## config.mk

```make
export PLATFORM = sky130hd
export DESIGN_NAME = util_irq_rr2axis
export DESIGN_NICKNAME = d
export VERILOG_FILES = /design/src/rtl/util_irq_pkg.sv /design/src/rtl/util_irq_rr_arbiter.sv /design/src/rtl/util_irq_rr2axis.sv
export SDC_FILE = /design/constraint.sdc
export NUM_CORES = 1
export LEC_CHECK = 0
export CORE_MARGIN = 4
export CORE_UTILIZATION = 40
export CTS_CLUSTER_DIAMETER = 30
export DETAILED_ROUTE_END_ITERATION = 6
export SYNTH_ARGS = -nofsm -noshare
export SYNTH_HDL_FRONTEND = slang
export SYNTH_SLANG_ARGS = --single-unit
```

## constraint.sdc

```tcl
create_clock -name clk -period 16.6 [get_ports clk]
set_input_delay 3.32 -clock clk [delete_from_list [all_inputs] [get_ports clk]]
set_output_delay 3.32 -clock clk [all_outputs]
set_load 0.05 [all_outputs]
```

## src/rtl/util_irq_pkg.sv

```systemverilog
// Shared constants and helpers for the IRQ-to-AXI-Stream block.
// Holds tdata width, maximum line count and drop-counter width.
package util_irq_pkg;

   localparam int TDATA_W = 8;
   localparam int MAX_IRQ = 32;
   localparam int DROP_W  = 16;
   localparam int IDX_W   = 5;
   localparam int CNT_W   = 6;

   // Number of set bits in a line vector.
   function automatic logic [CNT_W-1:0] popcnt(
      input logic [MAX_IRQ-1:0] v
   );
      logic [CNT_W-1:0] cnt;
      logic [MAX_IRQ-1:0] sh;
      cnt = '0;
      sh  = v;
      for (int i = 0; i < MAX_IRQ; i++) begin
         cnt = cnt + {{(CNT_W-1){1'b0}}, sh[0]};
         sh  = sh >> 1;
      end
      return cnt;
   endfunction

endpackage

```

## src/rtl/util_irq_rr_arbiter.sv

```systemverilog
// Round-robin pick of one requesting line plus the last-grant pointer.
// Ports: clk, rst_n, req (request vector), load (commit grant), gnt_valid, gnt_idx.
module util_irq_rr_arbiter
   import util_irq_pkg::*;
#(
   parameter int N = 8
) (
   input  logic             clk,
   input  logic             rst_n,
   input  logic [N-1:0]     req,
   input  logic             load,
   output logic             gnt_valid,
   output logic [IDX_W-1:0] gnt_idx
);

   logic [IDX_W-1:0] ptr;

   // Scan offsets from the far end so the nearest index above the
   // pointer is the last one written, i.e. the winner.
   function automatic logic [IDX_W:0] pick(
      input logic [N-1:0]     r,
      input logic [IDX_W-1:0] p
   );
      logic [IDX_W:0] res;
      logic [N-1:0]   sh;
      int             idx;
      res = '0;
      for (int k = N; k >= 1; k--) begin
         idx = int'(p) + k;
         if (idx >= N) idx = idx - N;
         sh = r >> idx;
         if (sh[0]) res = {1'b1, IDX_W'(idx)};
      end
      return res;
   endfunction

   assign {gnt_valid, gnt_idx} = pick(req, ptr);

   // Starting at the top index makes line 0 the first winner.
   always_ff @(posedge clk or negedge rst_n) begin
      if (!rst_n) begin
         ptr <= IDX_W'(N - 1);
      end else if (load) begin
         ptr <= gnt_idx;
      end
   end

endmodule

```

## src/rtl/util_irq_rr2axis.sv

```systemverilog
// Edge-detects IRQ lines and emits their numbers on an AXI-Stream port.
// Ports: clk, rst_n, irq, irq_mask, m_axis_t{data,valid,ready}, dropped_count, dropped_clr.
module util_irq_rr2axis
   import util_irq_pkg::*;
#(
   parameter int C_NUM_IRQ  = 8,
   parameter int C_IRQ_BASE = 0
) (
   input  logic                 clk,
   input  logic                 rst_n,
   input  logic [C_NUM_IRQ-1:0] irq,
   input  logic [C_NUM_IRQ-1:0] irq_mask,
   output logic [TDATA_W-1:0]   m_axis_tdata,
   output logic                 m_axis_tvalid,
   input  logic                 m_axis_tready,
   output logic [DROP_W-1:0]    dropped_count,
   input  logic                 dropped_clr
);

   logic [C_NUM_IRQ-1:0] irq_last;
   logic [C_NUM_IRQ-1:0] pending;
   logic [C_NUM_IRQ-1:0] rise;
   logic [C_NUM_IRQ-1:0] eligible;
   logic [C_NUM_IRQ-1:0] grant_oh;
   logic [C_NUM_IRQ-1:0] drop_vec;
   logic [C_NUM_IRQ-1:0] pending_nxt;
   logic                 gnt_valid;
   logic [IDX_W-1:0]     gnt_idx;
   logic                 load;
   logic [CNT_W-1:0]     drop_inc;
   logic [DROP_W:0]      drop_sum;

   assign rise     = irq & ~irq_last & ~irq_mask;
   assign eligible = pending & ~irq_mask;
   assign load     = gnt_valid & (~m_axis_tvalid | m_axis_tready);

   util_irq_rr_arbiter #(
      .N (C_NUM_IRQ)
   ) u_arb (
      .clk       (clk),
      .rst_n     (rst_n),
      .req       (eligible),
      .load      (load),
      .gnt_valid (gnt_valid),
      .gnt_idx   (gnt_idx)
   );

   // A new edge on the line being loaded re-arms it rather than
   // counting as a drop.
   always_comb begin
      grant_oh = '0;
      if (load) grant_oh = C_NUM_IRQ'(1) << gnt_idx;
      drop_vec    = rise & pending & ~grant_oh;
      pending_nxt = (pending & ~grant_oh) | rise;
      drop_inc    = popcnt(MAX_IRQ'(drop_vec));
      drop_sum    = {1'b0, dropped_count} + (DROP_W+1)'(drop_inc);
   end

   always_ff @(posedge clk or negedge rst_n) begin
      if (!rst_n) begin
         irq_last <= '0;
         pending  <= '0;
      end else begin
         irq_last <= irq;
         pending  <= pending_nxt;
      end
   end

   always_ff @(posedge clk or negedge rst_n) begin
      if (!rst_n) begin
         m_axis_tvalid <= 1'b0;
         m_axis_tdata  <= '0;
      end else if (load) begin
         m_axis_tvalid <= 1'b1;
         m_axis_tdata  <= TDATA_W'(C_IRQ_BASE) + TDATA_W'(gnt_idx);
      end else if (m_axis_tready) begin
         m_axis_tvalid <= 1'b0;
      end
   end

   always_ff @(posedge clk or negedge rst_n) begin
      if (!rst_n) begin
         dropped_count <= '0;
      end else if (dropped_clr) begin
         dropped_count <= '0;
      end else if (drop_sum[DROP_W]) begin
         dropped_count <= '1;
      end else begin
         dropped_count <= drop_sum[DROP_W-1:0];
      end
   end

endmodule
```

* Word level (Yosys, flattened, before mapping)
Cells that the tools add are included.
** Operators by class
- $add $sub $neg :: 24
- Magnitude comparators :: 8
- Shift-type cells :: 9
- Muxes and demuxes :: 21
- Bitwise operators :: 13
- Reduce and logical (&&, ||, !) cells :: 1
** Operators by type and width (number)
- $ge A32 B5 Y1 const B :: 8
- $mux W32 :: 8
- $shr A8 B32 Y1 :: 8
- $sub A32 B5 Y32 const B :: 8
- $and A8 B8 Y8 :: 6
- $mux W6 :: 8
- $mux W16 :: 2
- $add A5 B3 Y6 const B :: 4
- $not A8 Y8 :: 3
- $add A16 B6 Y17 :: 1
- $add A5 B2 Y6 const B :: 2
- $add A6 B1 Y6 :: 2
- $mux W8 :: 1
- $or A8 B8 Y8 :: 1
- $shl A1 B5 Y8 const A :: 1
- $add A5 B1 Y6 :: 1
- $add A5 B1 Y6 const B :: 1
- $add A5 B4 Y6 const B :: 1
- $add A4 B1 Y5 :: 1
- $add A3 B1 Y4 :: 1
- $add A2 B1 Y3 :: 1
- $add A1 B1 Y2 :: 1
- $mux W1 :: 2
- $reduce_bool A2 Y1 :: 1
- other kinds (3) :: 3
** Word-level totals
- Flip-flop bits (word level) :: 43

* Longest topological paths before layout
- Depth in word-level cells :: 26
- Mapped depth :: 35
- Mapped depth without buffers :: 33

* Hierarchy
Synthesis repeated with hierarchy kept, for this count alone.
** Unflattened totals
- Cells, all modules :: 441
- Area, all modules :: 4106.4 um^2
** By module, submodules not included
- util_irq_rr_arbiter :: times used 1, cells an instance 252, area an instance 2152.1 um^2
- util_irq_rr2axis :: times used 1, cells an instance 189, area an instance 1954.4 um^2

* Least setup slack after synthesis
OpenSTA, ideal clock, no wires.
- Path kind :: input -> register
- From :: input port irq_mask[6]
- To :: register dropped_count[15]
- Arrival time :: 9.062 ns
- Required time :: 16.468 ns
- Slack :: 7.406 ns
- Cell stages on the path :: 27
- Path through :: nand2b_1 mux4_2 mux2_2 nor2_1 o21ai_1 a211oi_1 a21o_1 buf_2 o211ai_1 nor4b_1 fa_1 inv_1 fa_1 inv_1 fa_1 inv_1 fa_1 inv_1 fa_1 a21oi_1 nor2_1 nor2_1 nor3b_1 and4_1 or4b_2 o21ai_0 nor2_1
** On the way
- Cells in the longest elaborated chain, start to end :: 25
- Elaborated cells on any way between the ends :: 35
** RTL lines
- start: declaration :: line util_irq_rr2axis.sv:12 : input logic [C_NUM_IRQ-1:0] irq_mask,
- $not A8 Y8 (*) :: line util_irq_rr2axis.sv:33, util_irq_rr2axis.sv:34
- $and A8 B8 Y8 :: line util_irq_rr2axis.sv:34 : assign eligible = pending & ~irq_mask;
- $shr A8 B32 Y1 :: line util_irq_rr_arbiter.sv:31 : sh = r >> idx;
- $mux W6 (8 in a row) :: line util_irq_rr_arbiter.sv:32 : if (sh[0]) res = {1'b1, IDX_W'(idx)};
- $shl A1 B5 Y8 or $and A1 B1 Y1 (tied branches) :: line util_irq_rr2axis.sv:52, util_irq_rr2axis.sv:35
- $mux W8 :: line util_irq_rr2axis.sv:52 : if (load) grant_oh = C_NUM_IRQ'(1) << gnt_idx;
- $not A8 Y8 :: line util_irq_rr2axis.sv:53 : drop_vec = rise & pending & ~grant_oh;
- $and A8 B8 Y8 (*) :: line util_irq_rr2axis.sv:53
- (+2 left out)
- $add A3 B1 Y4 :: line util_irq_pkg.sv:20 : cnt = cnt + {{(CNT_W-1){1'b0}}, sh[0]};
- $add A4 B1 Y5 :: line util_irq_pkg.sv:20
- $add A5 B1 Y6 :: line util_irq_pkg.sv:20
- $add A6 B1 Y6 :: line util_irq_pkg.sv:20
- $add A6 B1 Y6 (*) :: line util_irq_pkg.sv:20
- $add A16 B6 Y17 (*) :: line util_irq_rr2axis.sv:56 : drop_sum = {1'b0, dropped_count} + (DROP_W+1)'(drop_inc);
- $mux W16 (*) :: line util_irq_rr2axis.sv:86 : end else if (drop_sum[DROP_W]) begin
- $mux W16 (*) :: line util_irq_rr2axis.sv:84 : end else if (dropped_clr) begin
- end signal: assignment :: line util_irq_rr2axis.sv:89 : dropped_count <= drop_sum[DROP_W-1:0];
- end: declaration :: line util_irq_rr2axis.sv:16 : output logic [DROP_W-1:0] dropped_count,
Mark *: on every way between the ends. The rest lies on a longest branch, timed or not.
A chain may end at the register's enable or synchronous reset.

* Final worst setup path
- From :: input port irq_mask[2]
- To :: register dropped_count[6]
Same word-level chain as after synthesis.

==> metrics.yaml <==
ys_async_sr_fraction_pct: 100.0
cts_hold_buf: 0
final_hold_viol_count: 0
area.growth.synth_to_final_pct: 13.64
ys_ff_latch: 41
stdcell_area_mm2: 0.004452
critPathMaxStageDelay_ns: 0.53
cts.sinks: 41
avgSynthCellArea_um2: 9.395
drt-pass1-iter-count: 4
grt_max_degree: 42
drive_gt1_share_pct: 9.865
htree_levels: 2
pwr-share-seq_pct: 45.9
startpoint: "irq_mask[2]"
syn-cell-area_mm2: 0.003918
combinationalPowerShare_pct: 25.4
crit_top_cell: "fa_1"
slew_viol_final: 0
path_class: "in2reg"
dp_hpwl_um: 7353
placed_cell_area_mm2: 0.004365
critPathLaunchType: "input port"
antenna_found_initial: 0
diodes: 0
fin_skew_ns: 0.01098
clk_pin_slew_ns: 0.08
hold_path.class: "reg2reg"
post-cts-setup-buffers: 0
num_vias: 3170
vias_per_cell: 5.513
dieWidth_um: 107.0
grt-ovfl-total: 0
grt_usage_pct: 16.93
r2r_cells: 32
worstHoldStart: "pending[0]"
grt_pass1_wl_um: 15590
cts_buffer_depth: 2
start_util_pct: 41.80
power.internal_uw: 157.0
numCtsBuffers: 5
rsz0062_at_grt: "no"
finalCritPeriodShare_pct: 60.98
postRouteAntennaNets: 0
rows: 35
ys_warn_count: 0
cts-root-buf: "clkbuf_8"
whs_ns: 0.5047
routabilityCongestion: 0.8612
cp.required_ns: 16.81
synthFlopType: "dfrtp_1"
p_switching_uw: 76.91
finalSetupViolations: 0
p_leak_uw: 0.001908
drt-initial-drc-count: 104
die_y_um: 107.0
utilization_pct: 47.50
syn_inst: 417
finalCriticalPeriod_ns: 10.12
die-area_mm2: 0.01144
tightest_slew_ns: 0.9472
remaining_drc_errors: 0
drt-total-wl_um: 9463
max_freq_mhz: 98.79
synth.distinct_cells: 77
yosysSeqAreaShare_pct: 26.29
core_region_area_mm2: 0.009371
multiInputGateArea_mm2: 0.002665
status: "completed"
insertion_delay_ns: 0.30
cpMaxStageDelayCell: "fa_1"
io_pins: 45
arrival_ns: 10.33
regArea_mm2: 0.001030
synth_edf_count: 0
peakVddDrop_uv: 46.99
cp-end-kind: "register"
nets: 506
hold_depth: 1
maxCapViolCount: 0
cts.repair.resized: 0
fillers: 928
power_uw: 233.9
p_sw_share_pct: 32.88
grt_pass1_vias: 3169
cp_max_fo: 13
tns_ns: 0
p_per_area_mw_per_mm2: 52.53
r2r-start: "u_arb.ptr[0]"
io_buffers: 41
slew_headroom_pct: 36.85
cts_tree: "built"
wl_per_cell_um: 16.46
pwr-share-clk_pct: 28.7
layer usage:
layer,track usage [%],share of wire (%),vias up
li1,-,-,1559
met5,0,0,-
met1,23.02,47,1528
met3,1.866,3.3,11
met4,5.753,2.0,0
met2,28.06,48,72
placed cells by master, fill, tap and decap left out, types with 4 or more instances in the layout:
cell type         n
nand2b_1         22
a22o_1            4
mux4_2            9
a211o_1           4
mux2_2            4
nand2_1          23
nor3_1            8
nor3b_1           4
clkdlybuf4s50_1  40
o211ai_1          5
mux2i_1           6
fa_1              5
inv_1            22
nor2b_1          13
o2bb2ai_1         4
nand3_1           9
o21a_1            4
nor2_1           29
and3_1            4
a21o_1            6
dfrtp_1          38
o21ai_0           9
a21oi_1          26
ha_1             36
a211oi_1          7
xnor2_1          12
clkbuf_8          5
xor2_1            9
final cells by class:
class,instances,area share (%)
clock buffers,5,1.546
clock inverters,3,0.3935
inverters,27,2.333
multi-input cells,329,59.87
flip-flops and latches,41,23.13
well taps,129,3.626
repair buffers,41,9.106
cells in the mapped netlist, types with 5 or more instances:
cell       n  share of area (%)
inv_1     22                2.1
fa_1       5                2.6
nand2_1   23                2.2
a21o_1     6                1.1
o21ai_0    9                1.1
a21oi_1   26                3.3
clkbuf_1   7               0.67
nor3_1     8                1.0
o211ai_1   5               0.96
nor2_1    29                2.8
nor2b_1   13                2.1
nand3_1    9                1.1
dfrtp_1   38                 24
nand2b_1  22                3.5
mux4_2     9                5.2
buf_2      8                1.0
mux2i_1    6                1.5
xnor2_1   12                2.7
ha_1      36                 11
buf_4      5               0.96
a211oi_1   7                1.3
xor2_1     9                2.0
worst max-delay path, delay by kind of cell:
family,cells,cell delay [ns]
compound gates,6,1.50
fa+ha+maj,5,2.18
buf+inv,5,0.68
mux,2,0.45
simple gates,8,2.18
power groups by stage:
stage	combinational (uW)	sequential (uW)	clock, uW
2_1_floorplan	29.4	119	0
3_3_place_gp	59.3	110	0
3_5_place_dp	60.2	109	0
4_1_cts	60.3	107	70.1
5_1_grt	66.4	108	73.5
6_report	59.4	107	67.2
worst paths after layout:
check                                         to  slack [ns]
max in group asynchronous             pending[5]       12.84
worst max register to register  dropped_count[6]        7.82
worst min register to register        pending[0]        0.50
worst min-delay path                  pending[0]        0.50
min in group asynchronous             pending[2]        3.16
worst max-delay path            dropped_count[6]        6.48
stage by stage:
stage          setup slack, ns  std cells
5_1_grt                  5.920        575
6_report                 6.477        575
3_5_place_dp             6.078        567
3_3_place_gp             6.199        567
4_1_cts                  6.400        575
2_1_floorplan            7.406        419
flip-flops by register name, indices dropped and copies added, names as in the netlist:
signal,count
u_arb.ptr,5
m_axis_tdata,3
m_axis_tvalid,1
dropped_count,16
irq_last,8
pending,8
cell families after synthesis:
group                    count (synthesis)  synth area share, %
AND/OR/NAND/NOR                        136                19.10
multiplexers                            20                8.528
buffers and inverters                   49                5.877
other                                    1              0.09572
AO/OA/AOI/OAI                          106                20.25
flip-flops                              41                26.29
XOR/XNOR                                23                5.813
adder cells (fa/ha/maj)                 41                14.05
Power figures use the tool's default switching activity.
